<file path="config.mk">
export PLATFORM = sky130hd
export DESIGN_NAME = imem_boot_sequencer
export DESIGN_NICKNAME = d
export VERILOG_FILES = /design/src/rtl/imem_boot_sequencer_pkg.sv /design/src/rtl/boot_drain_timer.sv /design/src/rtl/imem_boot_sequencer.sv
export SDC_FILE = /design/constraint.sdc
export NUM_CORES = 1
export LEC_CHECK = 0
export ABC_AREA = 1
export BUFFER_PORTS_ARGS = -buffer_cell sky130_fd_sc_hd__buf_4
export CAP_MARGIN = 20
export CORE_MARGIN = 3
export CORE_UTILIZATION = 40
export DETAILED_ROUTE_END_ITERATION = 7
export PLACE_DENSITY = 0.6
export SYNTH_ARGS = -nofsm -noshare
export SYNTH_HDL_FRONTEND = slang
export SYNTH_SLANG_ARGS = --single-unit
</file>
<file path="constraint.sdc">
create_clock -name clk -period 2.6 [get_ports clk]
set_input_delay 0.26 -clock clk [delete_from_list [all_inputs] [get_ports clk]]
set_output_delay 0.26 -clock clk [all_outputs]
set_load 0.01 [all_outputs]
</file>
<file path="src/rtl/imem_boot_sequencer_pkg.sv">
// Shared types and constants for the instruction-memory boot sequencer.
package imem_boot_sequencer_pkg;

    localparam int unsigned ADDR_W_DEF = 11;
    localparam int unsigned DATA_W_DEF = 32;

    typedef enum logic [1:0] {
        ST_IDLE  = 2'd0,
        ST_LOAD  = 2'd1,
        ST_DRAIN = 2'd2,
        ST_RUN   = 2'd3
    } state_e;

    // Top-bit opcode field of the core's instruction words.
    localparam logic [2:0] OP_ADD    = 3'b100;
    localparam logic [2:0] OP_BRANCH = 3'b101;
    localparam logic [2:0] OP_STORE  = 3'b110;
    localparam logic [2:0] OP_LOAD   = 3'b111;

endpackage

</file>
<file path="src/rtl/boot_drain_timer.sv">
// Loadable down-counter; done_c is high once the count has reached zero.
module boot_drain_timer #(
    parameter int unsigned CNT_W = 3
) (
    input  logic             clk,
    input  logic             resetn,
    input  logic             load,
    input  logic [CNT_W-1:0] load_val,
    input  logic             en,
    output logic             done_c
);

    logic [CNT_W-1:0] cnt_q, cnt_d;

    always_ff @(posedge clk or negedge resetn) begin
        if (!resetn) cnt_q <= '0;
        else         cnt_q <= cnt_d;
    end

    always_comb begin
        cnt_d = cnt_q;
        if (load)                     cnt_d = load_val;
        else if (en && cnt_q != '0)   cnt_d = cnt_q - CNT_W'(1);
    end

    assign done_c = (cnt_q == '0);

endmodule

</file>
<file path="src/rtl/imem_boot_sequencer.sv">
// Streams host instruction words into imem and gates cpu_en around loads.
module imem_boot_sequencer
    import imem_boot_sequencer_pkg::*;
#(
    parameter int unsigned ADDR_W       = ADDR_W_DEF,
    parameter int unsigned DATA_W       = DATA_W_DEF,
    parameter int unsigned DRAIN_CYCLES = 5,
    parameter int unsigned AUTO_RUN     = 1
) (
    input  logic              clk,
    input  logic              resetn,
    input  logic              load_start,
    input  logic [ADDR_W-1:0] load_base,
    input  logic [ADDR_W:0]   load_len,
    input  logic              load_abort,
    input  logic              run_req,
    input  logic              halt_req,
    input  logic              host_valid,
    input  logic [DATA_W-1:0] host_data,
    output logic              host_ready,
    output logic              w_enable,
    output logic [ADDR_W-1:0] w_adrs,
    output logic [DATA_W-1:0] w_instruction,
    output logic              cpu_en,
    output logic              busy,
    output logic [ADDR_W:0]   words_loaded,
    output logic              wrapped,
    output logic              err
);

    localparam int unsigned LEN_W = ADDR_W + 1;
    localparam int unsigned CNT_W = (DRAIN_CYCLES > 1) ? $clog2(DRAIN_CYCLES) : 1;
    localparam logic [LEN_W-1:0] MAX_LEN    = LEN_W'(1) << ADDR_W;
    localparam logic [CNT_W-1:0] DRAIN_LOAD = CNT_W'(DRAIN_CYCLES - 1);

    state_e              state_q, state_d;
    logic [ADDR_W-1:0]   cur_q, cur_d;
    logic [LEN_W-1:0]    len_q, len_d;
    logic [LEN_W-1:0]    words_q, words_d;
    logic                wrapped_q, wrapped_d;
    logic                err_q, err_d;
    logic                w_enable_q, w_enable_d;
    logic [ADDR_W-1:0]   w_adrs_q, w_adrs_d;
    logic [DATA_W-1:0]   w_instr_q, w_instr_d;
    logic                cpu_en_q, cpu_en_d;
    logic                busy_q, busy_d;

    logic len_legal_c, beat_c, final_c, start_c, timer_load_c, drain_done_c;

    assign len_legal_c = (load_len != '0) && (load_len <= MAX_LEN);
    assign beat_c      = host_valid && (state_q == ST_LOAD) && !load_abort;
    assign final_c     = beat_c && ((words_q + LEN_W'(1)) == len_q);
    assign start_c     = load_start && ((state_q == ST_IDLE) || (state_q == ST_RUN));

    boot_drain_timer #(.CNT_W(CNT_W)) u_drain_timer (
        .clk      (clk),
        .resetn   (resetn),
        .load     (timer_load_c),
        .load_val (DRAIN_LOAD),
        .en       (state_q == ST_DRAIN),
        .done_c   (drain_done_c)
    );

    always_ff @(posedge clk or negedge resetn) begin
        if (!resetn) begin
            state_q    <= ST_IDLE;
            cur_q      <= '0;
            len_q      <= '0;
            words_q    <= '0;
            wrapped_q  <= 1'b0;
            err_q      <= 1'b0;
            w_enable_q <= 1'b0;
            w_adrs_q   <= '0;
            w_instr_q  <= '0;
            cpu_en_q   <= 1'b0;
            busy_q     <= 1'b0;
        end else begin
            state_q    <= state_d;
            cur_q      <= cur_d;
            len_q      <= len_d;
            words_q    <= words_d;
            wrapped_q  <= wrapped_d;
            err_q      <= err_d;
            w_enable_q <= w_enable_d;
            w_adrs_q   <= w_adrs_d;
            w_instr_q  <= w_instr_d;
            cpu_en_q   <= cpu_en_d;
            busy_q     <= busy_d;
        end
    end

    // Next-state: load_start outranks run_req/halt_req; abort outranks beats.
    always_comb begin
        state_d = state_q;
        case (state_q)
            ST_IDLE: begin
                if (load_start) begin
                    if (len_legal_c) state_d = ST_LOAD;
                end else if (run_req) begin
                    state_d = ST_RUN;
                end
            end
            ST_LOAD: begin
                if (load_abort)   state_d = ST_IDLE;
                else if (final_c) state_d = (AUTO_RUN != 0) ? ST_RUN : ST_IDLE;
            end
            ST_DRAIN: begin
                if (load_abort)        state_d = ST_IDLE;
                else if (drain_done_c) state_d = ST_LOAD;
            end
            ST_RUN: begin
                if (load_start) begin
                    if (len_legal_c) state_d = ST_DRAIN;
                end else if (halt_req) begin
                    state_d = ST_IDLE;
                end
            end
            default: state_d = ST_IDLE;
        endcase
    end

    // Datapath and registered outputs.
    always_comb begin
        cur_d        = cur_q;
        len_d        = len_q;
        words_d      = words_q;
        wrapped_d    = wrapped_q;
        err_d        = err_q;
        w_enable_d   = 1'b0;
        w_adrs_d     = w_adrs_q;
        w_instr_d    = w_instr_q;
        timer_load_c = 1'b0;

        if (start_c) begin
            if (len_legal_c) begin
                cur_d        = load_base;
                len_d        = load_len;
                words_d      = '0;
                wrapped_d    = 1'b0;
                err_d        = 1'b0;
                timer_load_c = (state_q == ST_RUN);
            end else begin
                err_d = 1'b1;
            end
        end

        if (load_abort && ((state_q == ST_LOAD) || (state_q == ST_DRAIN))) err_d = 1'b1;

        if (beat_c) begin
            w_enable_d = 1'b1;
            w_adrs_d   = cur_q;
            w_instr_d  = host_data;
            cur_d      = cur_q + ADDR_W'(1);
            words_d    = words_q + LEN_W'(1);
            if (&cur_q) wrapped_d = 1'b1;
        end

        cpu_en_d = (state_d == ST_RUN);
        busy_d   = (state_d == ST_LOAD) || (state_d == ST_DRAIN);
    end

    assign host_ready    = (state_q == ST_LOAD);
    assign w_enable      = w_enable_q;
    assign w_adrs        = w_adrs_q;
    assign w_instruction = w_instr_q;
    assign cpu_en        = cpu_en_q;
    assign busy          = busy_q;
    assign words_loaded  = words_q;
    assign wrapped       = wrapped_q;
    assign err           = err_q;

endmodule
</file>
# Word-level counts from Yosys, hierarchy flattened
# Index checks and enable logic that the tools add are counted.
[totals]
reg_bits = 88
output_inout_bits = 61
elab_cells = 74
[op_classes]
add_sub_neg = 3
magnitude_cmp = 1
n_eq_ne = 7
mux = 29
n_reduce_logical = 22
[ops]
columns = ["cell", "count"]
rows = [
  ["2-to-1 mux 12 bit", 3],
  ["2-to-1 mux 11 bit", 3],
  ["2-to-1 mux 2 bit", 10],
  ["adder 12 x 1 -> 12 bit (second input constant)", 1],
  ["== test 12 bit", 1],
  ["<= comparator 12 bit (second input constant)", 1],
  ["nonzero test 12 bit", 1],
  ["adder 11 x 1 -> 11 bit (second input constant)", 1],
  ["AND reduction 11 bit", 1],
  ["2-to-1 mux 1 bit", 10],
  ["== test 2 bit (second input constant)", 4],
  ["case mux 2 bit (4 select lines)", 1],
  ["nonzero test 2 bit", 4],
  ["logical AND 1 bit", 7],
  ["2-to-1 mux 3 bit", 2],
  ["== test 2 x 1 -> 1 bit (second input constant)", 2],
  ["AND reduction 2 bit", 2],
  ["logical NOT 3 bit", 1],
  ["logical OR 1 bit", 3],
  ["nonzero test 3 bit", 1],
  ["subtractor 3 x 1 -> 3 bit (second input constant)", 1],
  ["logical NOT 2 bit", 1],
  ["logical NOT 1 bit", 1],
]

# Logic depth before layout (Yosys ltp)
[logic_depth]
ltp_word = 9
ltp_mapped = 16
mapped_depth_nobuf = 16

# Cells and area by module
# From an unflattened synthesis, not the netlist that was laid out.
[hier_totals]
cells_unflattened = 554
hier_area_um2 = 4316.6
[by_module_without_submodules]
columns = ["mod", "instances", "cells_per_inst", "area_each_um2"]
rows = [
  ["imem_boot_sequencer", 1, 527, 4124.0],
  ["boot_drain_timer", 1, 27, 192.7],
]

# Worst setup path before layout
# OpenSTA, ideal clock, no wires.
[synth_timing]
kind = "register -> register"
startpoint = "reg state_q[1]"
endpoint = "reg busy_q (netlist: busy)"
setup_time_ns = 0.126
arrival_time_ns = 1.978
setup_slack_ns = 0.496
stages_incl_launch_ff = 16
path_buffers = 0
path_cell_list = "dfrtp_1 -> inv_1 -> ha_1 -> nand2_1 -> nor2_4 -> nand3_1 -> nor2_1 -> nand3_1 -> nor2_2 -> nand3_2 -> o21bai_1 -> nand2_1 -> nand2_1 -> nand2_1 -> nand2_1 -> ha_1"
[synth_via]
elab_chain_len = 9
elab_cells_between_ends = 21
[synth_lines]
columns = ["element", "line", "rtl"]
rows = [
  ["start, declared", "imem_boot_sequencer.sv:36", "state_e state_q, state_d;"],
  ["start signal, assigned", "imem_boot_sequencer.sv:78", "state_q <= state_d;"],
  ["== test 2 x 1 -> 1 bit (*)", "--", ""],
  ["net host_ready", "imem_boot_sequencer.sv:20", "output logic host_ready,"],
  ["logical AND 1 bit (2 in series)", "imem_boot_sequencer.sv:51", "assign beat_c = host_valid && (state_q == ST_LOAD) && !load_abort;"],
  ["logical AND 1 bit", "imem_boot_sequencer.sv:52", "assign final_c = beat_c && ((words_q + LEN_W'(1)) == len_q);"],
  ["2-to-1 mux 2 bit", "imem_boot_sequencer.sv:105", "else if (final_c) state_d = (AUTO_RUN != 0) ? ST_RUN : ST_IDLE;"],
  ["2-to-1 mux 2 bit", "imem_boot_sequencer.sv:104", "if (load_abort) state_d = ST_IDLE;"],
  ["case mux 2 bit (4 select lines) (*)", "imem_boot_sequencer.sv:95", "case (state_q)"],
  ["net state_d[1]", "imem_boot_sequencer.sv:36", ""],
  ["== test 2 x 1 -> 1 bit / == test 2 bit (equally long branches)", "imem_boot_sequencer.sv:159", "busy_d = (state_d == ST_LOAD) || (state_d == ST_DRAIN);"],
  ["logical OR 1 bit (*)", "imem_boot_sequencer.sv:159", ""],
  ["net busy_d", "imem_boot_sequencer.sv:46", "logic busy_q, busy_d;"],
  ["end signal, assigned", "imem_boot_sequencer.sv:88", "busy_q <= busy_d;"],
  ["end, declared", "imem_boot_sequencer.sv:46", ""],
]
# The timed path passes the listed nets; every way through them passes the cells marked *.
# A chain may end at the register's enable or synchronous reset.

# Worst setup path in the final report
[layout_timing]
startpoint = "reg state_q[1]"
endpoint = "reg busy_q (netlist: busy)"
[layout_via]
elab_chain_len = 9
elab_cells_between_ends = 21
[layout_lines]
columns = ["element", "line"]
rows = [
  ["== test 2 x 1 -> 1 bit", "imem_boot_sequencer.sv:51, imem_boot_sequencer.sv:95"],
  ["logical AND 1 bit (2 in series)", "imem_boot_sequencer.sv:51"],
  ["logical AND 1 bit", "imem_boot_sequencer.sv:52"],
  ["2-to-1 mux 2 bit", "imem_boot_sequencer.sv:105"],
  ["2-to-1 mux 2 bit", "imem_boot_sequencer.sv:104"],
  ["case mux 2 bit (4 select lines) (*)", "imem_boot_sequencer.sv:95"],
  ["net state_d[1]", "imem_boot_sequencer.sv:36"],
  ["== test 2 x 1 -> 1 bit / == test 2 bit (equally long branches)", "imem_boot_sequencer.sv:159"],
  ["logical OR 1 bit (*)", "imem_boot_sequencer.sv:159"],
  ["net busy_d", "imem_boot_sequencer.sv:46"],
]
# Marks and branches as above.

==> results.cfg <==
[sta]
maxSlewViolCount = 0
finalSetupTns_ns = 0
maxSlewHeadroom_pct = 51.44
setup_viol_count_final = 0
hold_violations = 0
tightest_slew_ns = 0.7273
rsz0062_at_grt = no
fin_skew_ns = 0.009824
min_period_over_period_pct = 86.48
layout_min_cycle_time_ns = 2.248
fmax_mhz = 444.8

[place]
place_inst = 781
io_buffers = 122
place_hpwl_mm = 8.054
place.gp.congestion = 0.8435

[finish]
seq_area_sq_um = 2202
fillers = 990
layout.nets = 729
antenna_cells = 0
layout-drive-gt1-share_pct = 25.08
fin_cells = 798
multiInputGateArea_sq_um = 1851
syn_to_final_growth_pct = 29.94

[yosys]
synth_top_area_cell = dfrtp_1
synth.distinct_cells = 33
postSynthAreaPerCell_sq_um = 8.083
synth-seq-area-share_pct = 51.21
syn_inst = 532
synth_area_leaders = dfrtp_1, nand2_1, inv_1, o21ai_0, ha_1
ys_ff_latch = 88
netlist_area_sq_um = 4300
syn-num-nets = 604
yosysWarnings = 0
synth_top_area_share_pct = 51.21

[clock_tree]
insertion_delay_ns = 0.37
clockRootBuffer = clkbuf_8
postCtsSetupRepairBufs = 0
htree_levels = 3
clock_sinks = 88
numCtsBuffers = 9
clk_path_buf_depth = 2
path_clk_slew_ns = 0.09
cts_hold_buf = 1
postCtsResizedCells = 0
cts_tree = yes

[worst_setup_path]
cp_data_arrival_time_ns = 2.50
worstPathRequired_ns = 2.85
worst-path-buf-inv = 1
crit_family = simple AND/OR/NAND/NOR gates
cpPeakStageDelay_ns = 0.43
path_cells = inv_1, ha_1, nand2_1, nor2_4, nand3_1, nor2_1, nand3_1, nor2_2, nand3_2, o21bai_1, nand2_1, nand2_1, nand2_1, nand2_1, ha_1
startpoint_type = flop
cp_common_cell = nand2_1
cp_max_fo = 5
cp-end-kind = flop
critPathSlowestCell = dfrtp_1
crit_type = reg -> reg

[global_routing]
overflow = 0
grt_usage_pct = 18.90
grt_pass1_wl_mm = 17.64
grt_pass1_vias = 3613
grt_max_degree = 51
antenna_found_initial = 0

[min_path]
min_path_type = in -> reg

[floorplanning]
start_util_pct = 41.47
die_area_sq_um = 12030
core_area_sq_um = 10370
io_pins = 123
rows = 37
die_h_microns = 109.7
die_w_microns = 109.7

[power_and_ir_drop]
power_mw = 5.574
vdd_drop_max_v = 0.0005399
power_density_nw_per_um2 = 997.5
total_leakage_power_nw = 2.922

[outcome]
status = complete, no violations

[detailed_routing]
drc = 0
first_pass_iters = 4
wirelength_mm = 10.79
num_vias = 3799
detail-route-antenna-nets = 0
wire_per_inst_microns = 13.52
drt_iter0_drc = 170
post_drt_via_cell_ratio = 4.761

[flow_run]
drv_cap = 0
-- flip-flops by register name (all words and copies together) (netlist names) --
| signal | count |
|---|---|
| busy | 1 |
| cpu_en | 1 |
| cur_q | 11 |
| err | 1 |
| len_q | 12 |
| state_q | 2 |
| u_drain_timer.cnt_q | 3 |
| w_adrs | 11 |
| w_enable | 1 |
| w_instruction | 32 |
| words_loaded | 12 |
| wrapped | 1 |
-- placed cells by master (no fill, tap or decap), drive strengths merged, types with 3 or more instances in the layout --
cell	Yosys	final
clkinv	0	3
xnor2	3	3
dfrtp	88	88
a21oi	6	6
a31oi	4	4
nor2	36	36
o211ai	3	3
clkbuf	8	11
inv	45	45
o21ai	30	30
xor2	3	3
o22ai	8	8
nand4	6	6
ha	10	10
a21boi	4	4
nor3	6	6
nand2	225	225
nand3	28	28
nand3b	5	5
buf	9	130
-- cell usage after synthesis --
library cell / count
dfrtp_1: 88
xnor2_1: 3
o211ai_1: 3
ha_1: 10
nand3b_1: 5
xor3_1: 1
xor2_1: 3
o21ai_0: 26
a21boi_0: 2
nor2_2: 4
o22ai_1: 8
nand3_2: 3
clkbuf_1: 8
buf_1: 3
buf_4: 3
nand3_1: 25
inv_2: 3
nand2_1: 220
a22o_1: 1
a21oi_1: 6
a31oi_1: 4
o221ai_1: 1
nand2_2: 5
nor2_4: 6
buf_2: 3
nor2_1: 26
a311oi_1: 1
nand4_1: 6
nor3_1: 6
o21bai_1: 1
a21boi_1: 2
inv_1: 42
o21ai_1: 4
-- layer usage --
layer  global-route usage, %  vias up  part of all wire, %
met1                   25.06     1767                   45
met3                   6.048       11                  6.6
li1                        -     1935                    -
met4                   5.254        0                  1.2
met5                       0        -                    0
met2                   29.86       86                   47
-- power breakdown --
group | switching, mW | total, mW | internal, mW | leakage (nW)
Clock | 0.496 | 0.965 | 0.469 | 0.0993
Combinational | 1.24 | 2.29 | 1.04 | 1.72
Sequential | 0.391 | 2.32 | 1.93 | 1.10
-- layout make-up --
cell class	instances	share of cell area, %
timing repair buffer	131	17.87
tap	136	3.045
multi-input combinational	382	33.12
clock inverter	5	1.008
inverter	45	3.023
clock buffer	11	2.530
sequential	88	39.41
-- metrics by stage --
| step | hold WS [ns] | worst slack [ns] | instance area, sq um | utilization, % |
|---|---|---|---|---|
| after global routing | 0.07540 | 0.1278 | 5588 | 53.89 |
| after floorplan | -0.03559 | 0.4958 | 4300 | - |
| after global placement | 0.2754 | 0.5031 | 5380 | 51.88 |
| after detailed placement | 0.2817 | 0.3763 | 5380 | 51.88 |
| final | 0.08640 | 0.3516 | 5588 | 53.89 |
| after CTS | 0.06707 | 0.3491 | 5588 | 53.89 |
-- cell families (layout without fill, tap and decap cells) --
group,count (synthesis),after routing,synth area share [%]
compound gates,59,59,7.943
xor+xnor,7,7,1.775
fa+ha+maj,10,10,2.910
buf+inv,62,192,5.761
flops,88,88,51.21
simple gates,306,306,30.40
-- worst paths after layout --
kind | start | endpoint | slack, ns | cells after the start
max | state_q[1] | busy | 0.35 | 15
min | host_data[30] | w_instruction[30] | 0.09 | 3
max reg2reg | state_q[1] | busy | 0.35 | 15
min reg2reg | w_instruction[8] | w_instruction[8] | 0.48 | 2
max in group asynchronous | resetn | w_instruction[4] | 1.54 | 3
min in group asynchronous | resetn | words_loaded[9] | 0.41 | 2
-- worst reg2reg max path, cell delays in order (launching register included) --
cell      delay (ns)
dfrtp_1         0.43
inv_1           0.15
ha_1            0.22
nand2_1         0.10
nor2_4          0.15
nand3_1         0.10
nor2_1          0.10
nand3_1         0.09
nor2_2          0.10
nand3_2         0.09
o21bai_1        0.13
nand2_1         0.06
nand2_1         0.06
nand2_1         0.06
nand2_1         0.08
ha_1            0.23
No activity file was read; power rests on OpenSTA's default activity.
